--- src/rtl/divider_arbiter_if.sv ---
// Requester-side bus of the divider arbiter: packed per-requester operands in,
// one-hot accept and one-hot result strobe out, shared result data.
interface divider_arbiter_if #(
  parameter int unsigned NUM_REQ = 4,
  parameter int unsigned WIDTH   = 32
);
  logic [NUM_REQ-1:0]       req_valid_in;
  logic [NUM_REQ*WIDTH-1:0] req_dividend_in;
  logic [NUM_REQ*WIDTH-1:0] req_divisor_in;
  logic [NUM_REQ-1:0]       req_ready_out;
  logic [NUM_REQ-1:0]       resp_valid_out;
  logic [WIDTH-1:0]         resp_quotient_out;
  logic [WIDTH-1:0]         resp_remainder_out;
  logic                     resp_error_out;

  modport master (
    output req_valid_in, req_dividend_in, req_divisor_in,
    input  req_ready_out, resp_valid_out, resp_quotient_out, resp_remainder_out, resp_error_out
  );

  modport slave (
    input  req_valid_in, req_dividend_in, req_divisor_in,
    output req_ready_out, resp_valid_out, resp_quotient_out, resp_remainder_out, resp_error_out
  );
endinterface

--- src/rtl/divider_arbiter.sv ---
// Round-robin sharing of one sequential divider between NUM_REQ requesters, with a
// zero-divisor short-circuit and a watchdog that answers with an error if the divider stalls.
module divider_arbiter #(
  parameter int unsigned NUM_REQ        = 4,
  parameter int unsigned WIDTH          = 32,
  parameter int unsigned TIMEOUT_CYCLES = 64
) (
  input  logic               clk_in,
  input  logic               rst_in,
  divider_arbiter_if.slave   req_bus,
  output logic [WIDTH-1:0]   div_dividend_out,
  output logic [WIDTH-1:0]   div_divisor_out,
  output logic               div_valid_out,
  input  logic [WIDTH-1:0]   div_quotient_in,
  input  logic [WIDTH-1:0]   div_remainder_in,
  input  logic               div_valid_in,
  input  logic               div_error_in,
  input  logic               div_busy_in,
  output logic               busy_out
);

  localparam int unsigned IdxW   = $clog2(NUM_REQ);
  localparam int unsigned TimerW = $clog2(TIMEOUT_CYCLES);

  typedef enum logic [1:0] {StIdle, StIssue, StWait, StRespond} state_e;

  state_e             state_q;
  logic [IdxW-1:0]    rr_ptr_q;
  logic [IdxW-1:0]    grant_q;
  logic [TimerW-1:0]  timer_q;
  logic [WIDTH-1:0]   dividend_q;
  logic [WIDTH-1:0]   divisor_q;
  logic [WIDTH-1:0]   quotient_q;
  logic [WIDTH-1:0]   remainder_q;
  logic               error_q;
  logic               div_valid_q;
  logic [NUM_REQ-1:0] resp_valid_q;

  logic               grant_found;
  logic [IdxW-1:0]    grant_idx;
  logic               accept;
  logic [WIDTH-1:0]   sel_dividend;
  logic [WIDTH-1:0]   sel_divisor;
  logic [NUM_REQ-1:0] grant_idx_oh;
  logic [NUM_REQ-1:0] grant_q_oh;
  logic [IdxW-1:0]    rr_next;
  logic               div_done;
  logic               timed_out;

  // First requesting index at or after rr_ptr_q, wrapping modulo NUM_REQ.
  always_comb begin
    int unsigned j;
    logic [IdxW-1:0] jj;
    grant_found = 1'b0;
    grant_idx   = '0;
    j           = 0;
    jj          = '0;
    for (int unsigned i = 0; i < NUM_REQ; i++) begin
      j = 32'(rr_ptr_q) + i;
      if (j >= NUM_REQ) j = j - NUM_REQ;
      jj = IdxW'(j);
      if (!grant_found && req_bus.req_valid_in[jj]) begin
        grant_found = 1'b1;
        grant_idx   = jj;
      end
    end
  end

  // A busy divider in IDLE may still be finishing an abandoned job; do not start another.
  assign accept       = (state_q == StIdle) && !div_busy_in && grant_found;
  assign sel_dividend = req_bus.req_dividend_in[32'(grant_idx)*WIDTH +: WIDTH];
  assign sel_divisor  = req_bus.req_divisor_in[32'(grant_idx)*WIDTH +: WIDTH];
  assign grant_idx_oh = {{(NUM_REQ-1){1'b0}}, 1'b1} << grant_idx;
  assign grant_q_oh   = {{(NUM_REQ-1){1'b0}}, 1'b1} << grant_q;
  assign rr_next      = (grant_q == IdxW'(NUM_REQ - 1)) ? '0 : grant_q + 1'b1;
  assign div_done     = div_valid_in && !div_busy_in;
  assign timed_out    = (timer_q == TimerW'(TIMEOUT_CYCLES - 1));

  always_comb begin
    req_bus.req_ready_out = '0;
    if (accept) req_bus.req_ready_out = grant_idx_oh;
  end

  always_ff @(posedge clk_in) begin
    if (rst_in) begin
      state_q      <= StIdle;
      rr_ptr_q     <= '0;
      grant_q      <= '0;
      timer_q      <= '0;
      dividend_q   <= '0;
      divisor_q    <= '0;
      quotient_q   <= '0;
      remainder_q  <= '0;
      error_q      <= 1'b0;
      div_valid_q  <= 1'b0;
      resp_valid_q <= '0;
    end else begin
      div_valid_q  <= 1'b0;
      resp_valid_q <= '0;
      case (state_q)
        StIdle: begin
          if (accept) begin
            grant_q    <= grant_idx;
            dividend_q <= sel_dividend;
            divisor_q  <= sel_divisor;
            if (sel_divisor == '0) begin
              quotient_q   <= '0;
              remainder_q  <= '0;
              error_q      <= 1'b1;
              resp_valid_q <= grant_idx_oh;
              state_q      <= StRespond;
            end else begin
              div_valid_q <= 1'b1;
              state_q     <= StIssue;
            end
          end
        end
        StIssue: begin
          timer_q <= '0;
          state_q <= StWait;
        end
        StWait: begin
          if (div_done) begin
            quotient_q   <= div_quotient_in;
            remainder_q  <= div_remainder_in;
            error_q      <= div_error_in;
            resp_valid_q <= grant_q_oh;
            state_q      <= StRespond;
          end else if (timed_out) begin
            quotient_q   <= '0;
            remainder_q  <= '0;
            error_q      <= 1'b1;
            resp_valid_q <= grant_q_oh;
            state_q      <= StRespond;
          end else begin
            timer_q <= timer_q + 1'b1;
          end
        end
        StRespond: begin
          rr_ptr_q <= rr_next;
          state_q  <= StIdle;
        end
        default: state_q <= StIdle;
      endcase
    end
  end

  assign req_bus.resp_valid_out     = resp_valid_q;
  assign req_bus.resp_quotient_out  = quotient_q;
  assign req_bus.resp_remainder_out = remainder_q;
  assign req_bus.resp_error_out     = error_q;
  assign div_dividend_out           = dividend_q;
  assign div_divisor_out            = divisor_q;
  assign div_valid_out              = div_valid_q;
  assign busy_out                   = (state_q != StIdle);

endmodule
--- src/flat_wrapper.sv ---
// flat-port wrapper written by rule: the top's interface ports become plain ports
module divider_arbiter_flat 
#(
  parameter int unsigned NUM_REQ        = 4,
  parameter int unsigned WIDTH          = 32,
  parameter int unsigned TIMEOUT_CYCLES = 64
)
  (clk_in, rst_in, div_dividend_out, div_divisor_out, div_valid_out, div_quotient_in, div_remainder_in, div_valid_in, div_error_in, div_busy_in, busy_out, req_bus_req_valid_in, req_bus_req_dividend_in, req_bus_req_divisor_in, req_bus_req_ready_out, req_bus_resp_valid_out, req_bus_resp_quotient_out, req_bus_resp_remainder_out, req_bus_resp_error_out);
  divider_arbiter_if #(.NUM_REQ(NUM_REQ), .WIDTH(WIDTH)) req_bus_i ();
  input  logic clk_in;
  input  logic rst_in;
  output logic [WIDTH-1:0] div_dividend_out;
  output logic [WIDTH-1:0] div_divisor_out;
  output logic div_valid_out;
  input  logic [WIDTH-1:0] div_quotient_in;
  input  logic [WIDTH-1:0] div_remainder_in;
  input  logic div_valid_in;
  input  logic div_error_in;
  input  logic div_busy_in;
  output logic busy_out;
  input wire logic [$bits(req_bus_i.req_valid_in)-1:0] req_bus_req_valid_in;
  input wire logic [$bits(req_bus_i.req_dividend_in)-1:0] req_bus_req_dividend_in;
  input wire logic [$bits(req_bus_i.req_divisor_in)-1:0] req_bus_req_divisor_in;
  output wire logic [$bits(req_bus_i.req_ready_out)-1:0] req_bus_req_ready_out;
  output wire logic [$bits(req_bus_i.resp_valid_out)-1:0] req_bus_resp_valid_out;
  output wire logic [$bits(req_bus_i.resp_quotient_out)-1:0] req_bus_resp_quotient_out;
  output wire logic [$bits(req_bus_i.resp_remainder_out)-1:0] req_bus_resp_remainder_out;
  output wire logic [$bits(req_bus_i.resp_error_out)-1:0] req_bus_resp_error_out;
  assign req_bus_i.req_valid_in = req_bus_req_valid_in;
  assign req_bus_i.req_dividend_in = req_bus_req_dividend_in;
  assign req_bus_i.req_divisor_in = req_bus_req_divisor_in;
  assign req_bus_req_ready_out = req_bus_i.req_ready_out;
  assign req_bus_resp_valid_out = req_bus_i.resp_valid_out;
  assign req_bus_resp_quotient_out = req_bus_i.resp_quotient_out;
  assign req_bus_resp_remainder_out = req_bus_i.resp_remainder_out;
  assign req_bus_resp_error_out = req_bus_i.resp_error_out;
  divider_arbiter #(.NUM_REQ(NUM_REQ), .WIDTH(WIDTH), .TIMEOUT_CYCLES(TIMEOUT_CYCLES)) u_core (.clk_in(clk_in), .rst_in(rst_in), .req_bus(req_bus_i), .div_dividend_out(div_dividend_out), .div_divisor_out(div_divisor_out), .div_valid_out(div_valid_out), .div_quotient_in(div_quotient_in), .div_remainder_in(div_remainder_in), .div_valid_in(div_valid_in), .div_error_in(div_error_in), .div_busy_in(div_busy_in), .busy_out(busy_out));
endmodule
--- config.mk ---
export PLATFORM = sky130hd
export DESIGN_NAME = divider_arbiter_flat
export DESIGN_NICKNAME = d
export VERILOG_FILES = /design/src/rtl/divider_arbiter_if.sv /design/src/rtl/divider_arbiter.sv /design/src/flat_wrapper.sv
export SDC_FILE = /design/constraint.sdc
export NUM_CORES = 1
export LEC_CHECK = 0
export ABC_AREA = 1
export CORE_AREA = 2 2 182 184
export CTS_CLUSTER_DIAMETER = 80
export DETAILED_ROUTE_END_ITERATION = 8
export DIE_AREA = 0 0 184 186
export PLACE_DENSITY = 0.56
export SYNTH_ARGS = -nofsm -noshare
export SYNTH_HDL_FRONTEND = slang
export SYNTH_SLANG_ARGS = --single-unit
export TNS_END_PERCENT = 20
--- constraint.sdc ---
create_clock -name clk_in -period 3.2 [get_ports clk_in]
set_clock_uncertainty 0.05 [all_clocks]
set_input_delay 0.32 -clock clk_in [delete_from_list [all_inputs] [get_ports clk_in]]
set_output_delay 0.32 -clock clk_in [all_outputs]
set_load 0.01 [all_outputs]
==> results.txt <==
----------------------------------------------------
[Outcome]
  Run status ... complete, but fails checks
  Violated checks ... setup timing

[Drt]
  Drt total wl ... 38.34 mm
  Average via count per standard cell ... 4.650
  Drt drc ... 0
  Detail Route Antenna Nets ... 0
  Initial DRC Count ... 487
  Vias after detailed routing ... 10792
  Number of search-and-repair iterations in the first detailed-routing pass ... 5
  Average routed wire per standard cell ... 16.52 microns

[Power]
  Leak Pwr ... 6.798 nW
  Worst VDD drop ... 0.3677 mV
  Power density normalized to cell area ... 783.8 nW/um^2

[Critical path]
  CP max-delay cell ... sky130_fd_sc_hd__dfxtp_4
  Length in cells of the worst reg-to-reg path ... 28
  Largest fanout on the critical path ... 8
  Worst Path Arrival ... 3.51 ns
  Crit path required time ... 3.48 ns
  CP Launch Type ... register
  Setup slack of the most critical reg-to-reg path ... -0.03 ns
  Reg2reg start ... u_core.rr_ptr_q[0]
  Worst setup path class ... reg2reg
  RR Endpoint ... u_core.req_bus.resp_remainder_out[5]
  Cell with the most instances on the worst path ... sky130_fd_sc_hd__nand2_2
  Critical path capture point type ... register
  Slowest Stage Delay on Critical Path ... 0.36 ns

[Synth]
  Number of distinct library cells after synthesis ... 30
  Seq/Total Area, Yosys ... 0.3455
  Synth Area in Simple Gates ... 0.4204
  Top cells by area in the synthesized netlist ... sky130_fd_sc_hd__dfxtp_1, sky130_fd_sc_hd__nand2_1, sky130_fd_sc_hd__nand3_1
  FF+latch count, synth ... 146
  Post-synth top area cell ... sky130_fd_sc_hd__dfxtp_1
  Post-synthesis instance area ... 8459 sq um
  Net count after synthesis ... 1747
  Portion of synthesized cell area occupied by the leading cell type ... 0.3455
  Share of synthesized area spent on multiplexers ... 0
  Xor and xnor fraction of the mapped netlist area ... 0
  Warnings from Yosys ... 0
  Combinational family with the most area after synthesis ... simple AND/OR/NAND/NOR gates
  Synthesized-area fraction occupied by adder cells ... 0.01183
  Share of the synthesized area in compound gates (AO/OA/AOI/OAI) ... 0.1222
  Number of cells produced by synthesis ... 1410
  Avg Cell Area, Syn ... 6.000 sq um

[Floorplanning]
  Area inside the core boundary ... 32210 sq um
  Floorplan row count ... 66
  Floorplan die width ... 184 microns
  Die Area ... 34220 sq um
  Die height ... 186 microns
  Count of boundary I/O pins ... 468
  Initial standard-cell utilization of the core ... 0.2627

[Timing]
  Pins Over Slew Limit ... 0
  Time the worst path needs with I/O delays and setup ... 3.226 ns
  Final hold slack ... 0.4186 ns
  Count of endpoints failing setup in the final report ... 11
  Final clock period utilization by the worst path ... 1.008
  Worst-case setup margin in the final layout ... -0.02561 ns
  Peak clock frequency supported by timing ... 310.0 MHz
  Relative slew slack ... 0.4863
  Setup repair after global routing missed its margin ... true
  Number of hold violations in the final report ... 0
  Actual slew at the worst max-slew pin ... 0.7706 ns

[Clock network]
  Worst-skew pair later-pin latency ... 0.42 ns
  Longest Clk Path Bufs ... 2
  CTS tree ... built
  CTS H-Tree Depth ... 4
  Clock sinks ... 146
  Buffer cell driving the clock tree root ... sky130_fd_sc_hd__clkbuf_16
  Post-CTS clock slew at the launch and capture registers of the worst setup and hold paths ... 0.08 ns
  Number of buffers added by the clock tree synthesis step ... 17

[Hold path]
  Hold Crit Start ... u_core.req_bus.resp_remainder_out[13]
  Worst Hold Path EP ... u_core.req_bus.resp_remainder_out[13]
  Worst hold path depth ... 2
  Hold crit path type ... reg2reg

[GRT]
  Wire length of the first global-routing pass ... 55.23 mm
  Initial antenna violation count ... 3
  Met1 Usage GRT ... 0.2439
  Top Usage Layer GRT ... met2
  Via count of the first global-routing pass ... 10292
  Maximum number of pins on one net before global-route repair ... 98
  Global routing met3 resource utilization ... 0.05615
  Final global-route overflow total ... 0
  GR Util met2 ... 0.3668
  GR Util All Layers ... 0.2091

[Cells and area]
  Ratio of cells with drive above 1 in the final layout ... 0.1089
  Cell area after layout ... 15350 sq um
  Storage cell area ... 2927 sq um
  Synth-to-Final Area Change ... 81.45%
  Most common cell after layout, fill and taps aside ... sky130_fd_sc_hd__nand2_1
  Multi-input gate area in the final layout ... 4940 sq um
  Most frequent cells in the layout ... sky130_fd_sc_hd__nand2_1, sky130_fd_sc_hd__clkdlybuf4s50_1, sky130_fd_sc_hd__nor2_1
  Total Nets Final ... 2235
  Fill cell count ... 3292

[Placement]
  Post-Place Worst Slack ... -0.3379 ns
  Post-DP Area ... 13980 sq um
  Routability Congestion ... 0.9106
  Number of buffers added on ports ... 467
  HPWL after detailed placement ... 27.63 mm

[Run]
  Max Cap Violations ... 0

----------------------------------------------------
-- cells by family after synthesis --
group / Yosys count
adders and majority gates: 8
DFF: 146
and+or+nand+nor: 890
AOI/OAI and AO/OA: 173
buffers and inverters: 193
-- metal layers --
layer,vias to the layer above,routed length [microns]
met5,-,0
met4,0,991
met3,49,2739
met2,353,18600
met1,4914,16010
li1,5476,-
-- report_power, final --
part	switching [W]	total [W]	internal, W
logic	0.00367	0.00723	0.00356
clock network	0.000931	0.00204	0.00111
registers	0.000333	0.00276	0.00243
total	0.00494	0.0120	0.00709
-- final cells by class --
type | instances | share of cell area
repair buffers | 570 | 0.3926
multi-input cells | 1071 | 0.3218
flip-flops and latches | 146 | 0.1907
well taps | 408 | 0.03326
clock buffers | 17 | 0.02771
inverters | 92 | 0.02315
clock inverters | 14 | 0.01035
diodes | 3 | 0.0004891
-- worst max-delay path by stage --
stage,start,end,slack (ns),depth (start not counted)
finish,u_core.rr_ptr_q[0],u_core.req_bus.resp_remainder_out[5],-0.03,28
global route,u_core.rr_ptr_q[0],u_core.req_bus.resp_remainder_out[21],-0.23,28
CTS,u_core.rr_ptr_q[0],u_core.req_bus.resp_remainder_out[5],-0.07,27
detailed placement,req_bus_req_valid_in[3],u_core.req_bus.resp_remainder_out[27],-0.34,25
global placement,req_bus_req_valid_in[1],u_core.req_bus.resp_remainder_out[10],-0.29,25
floorplan,u_core.rr_ptr_q[0],u_core.req_bus.resp_remainder_out[12],0.50,24
-- flip-flops by register name, summed over array words and instances, names as in the netlist, 2 cells and up --
name and cells:
u_core.state_q 2, u_core.grant_q 2, u_core.req_bus.resp_valid_out 4, u_core.req_bus.resp_quotient_out 32
u_core.div_dividend_out 32, u_core.req_bus.resp_remainder_out 32, u_core.div_divisor_out 32, u_core.rr_ptr_q 2
u_core.timer_q 6
-- worst max-delay path: cells and delay by family (launching register included) --
kind	cells	cell delay (ns)
and+or+nand+nor	19	1.55
DFF	1	0.36
AOI/OAI and AO/OA	1	0.17
buffers and inverters	8	1.01
-- synth_stat cells (all sizes together) --
cell,n
nand4,1
nor2,169
o221ai,23
o21a,1
dfxtp,146
o21ai,40
o211ai,7
ha,8
nand3,146
nor3b,1
a22oi,14
nand3b,1
buf,41
o211a,1
a21oi,82
o31ai,1
nand2,566
nor3,6
clkbuf,60
inv,92
a41o,2
a211oi,2
-- stage by stage --
step	std cells	power (W)	utilization	setup TNS, ns
floorplan	1410	0.006069	-	0
global placement	2263	0.009079	0.4342	-16.56
detailed placement	2263	0.009144	0.4342	-19.34
CTS	2300	0.01150	0.4582	-0.7005
global route	2321	0.01289	0.4766	-12.12
finish	2321	0.01203	0.4766	-0.1093
-- repair_timing --
action,in CTS,in global routing
gates resized for setup,23,73
gates cloned,4,12
hold buffers,0,0
endpoints found under the hold margin,0,0
setup buffers,2,7
pin swaps,7,40
endpoints found under the setup margin,65,68
No activity file was read; power rests on OpenSTA's default activity.
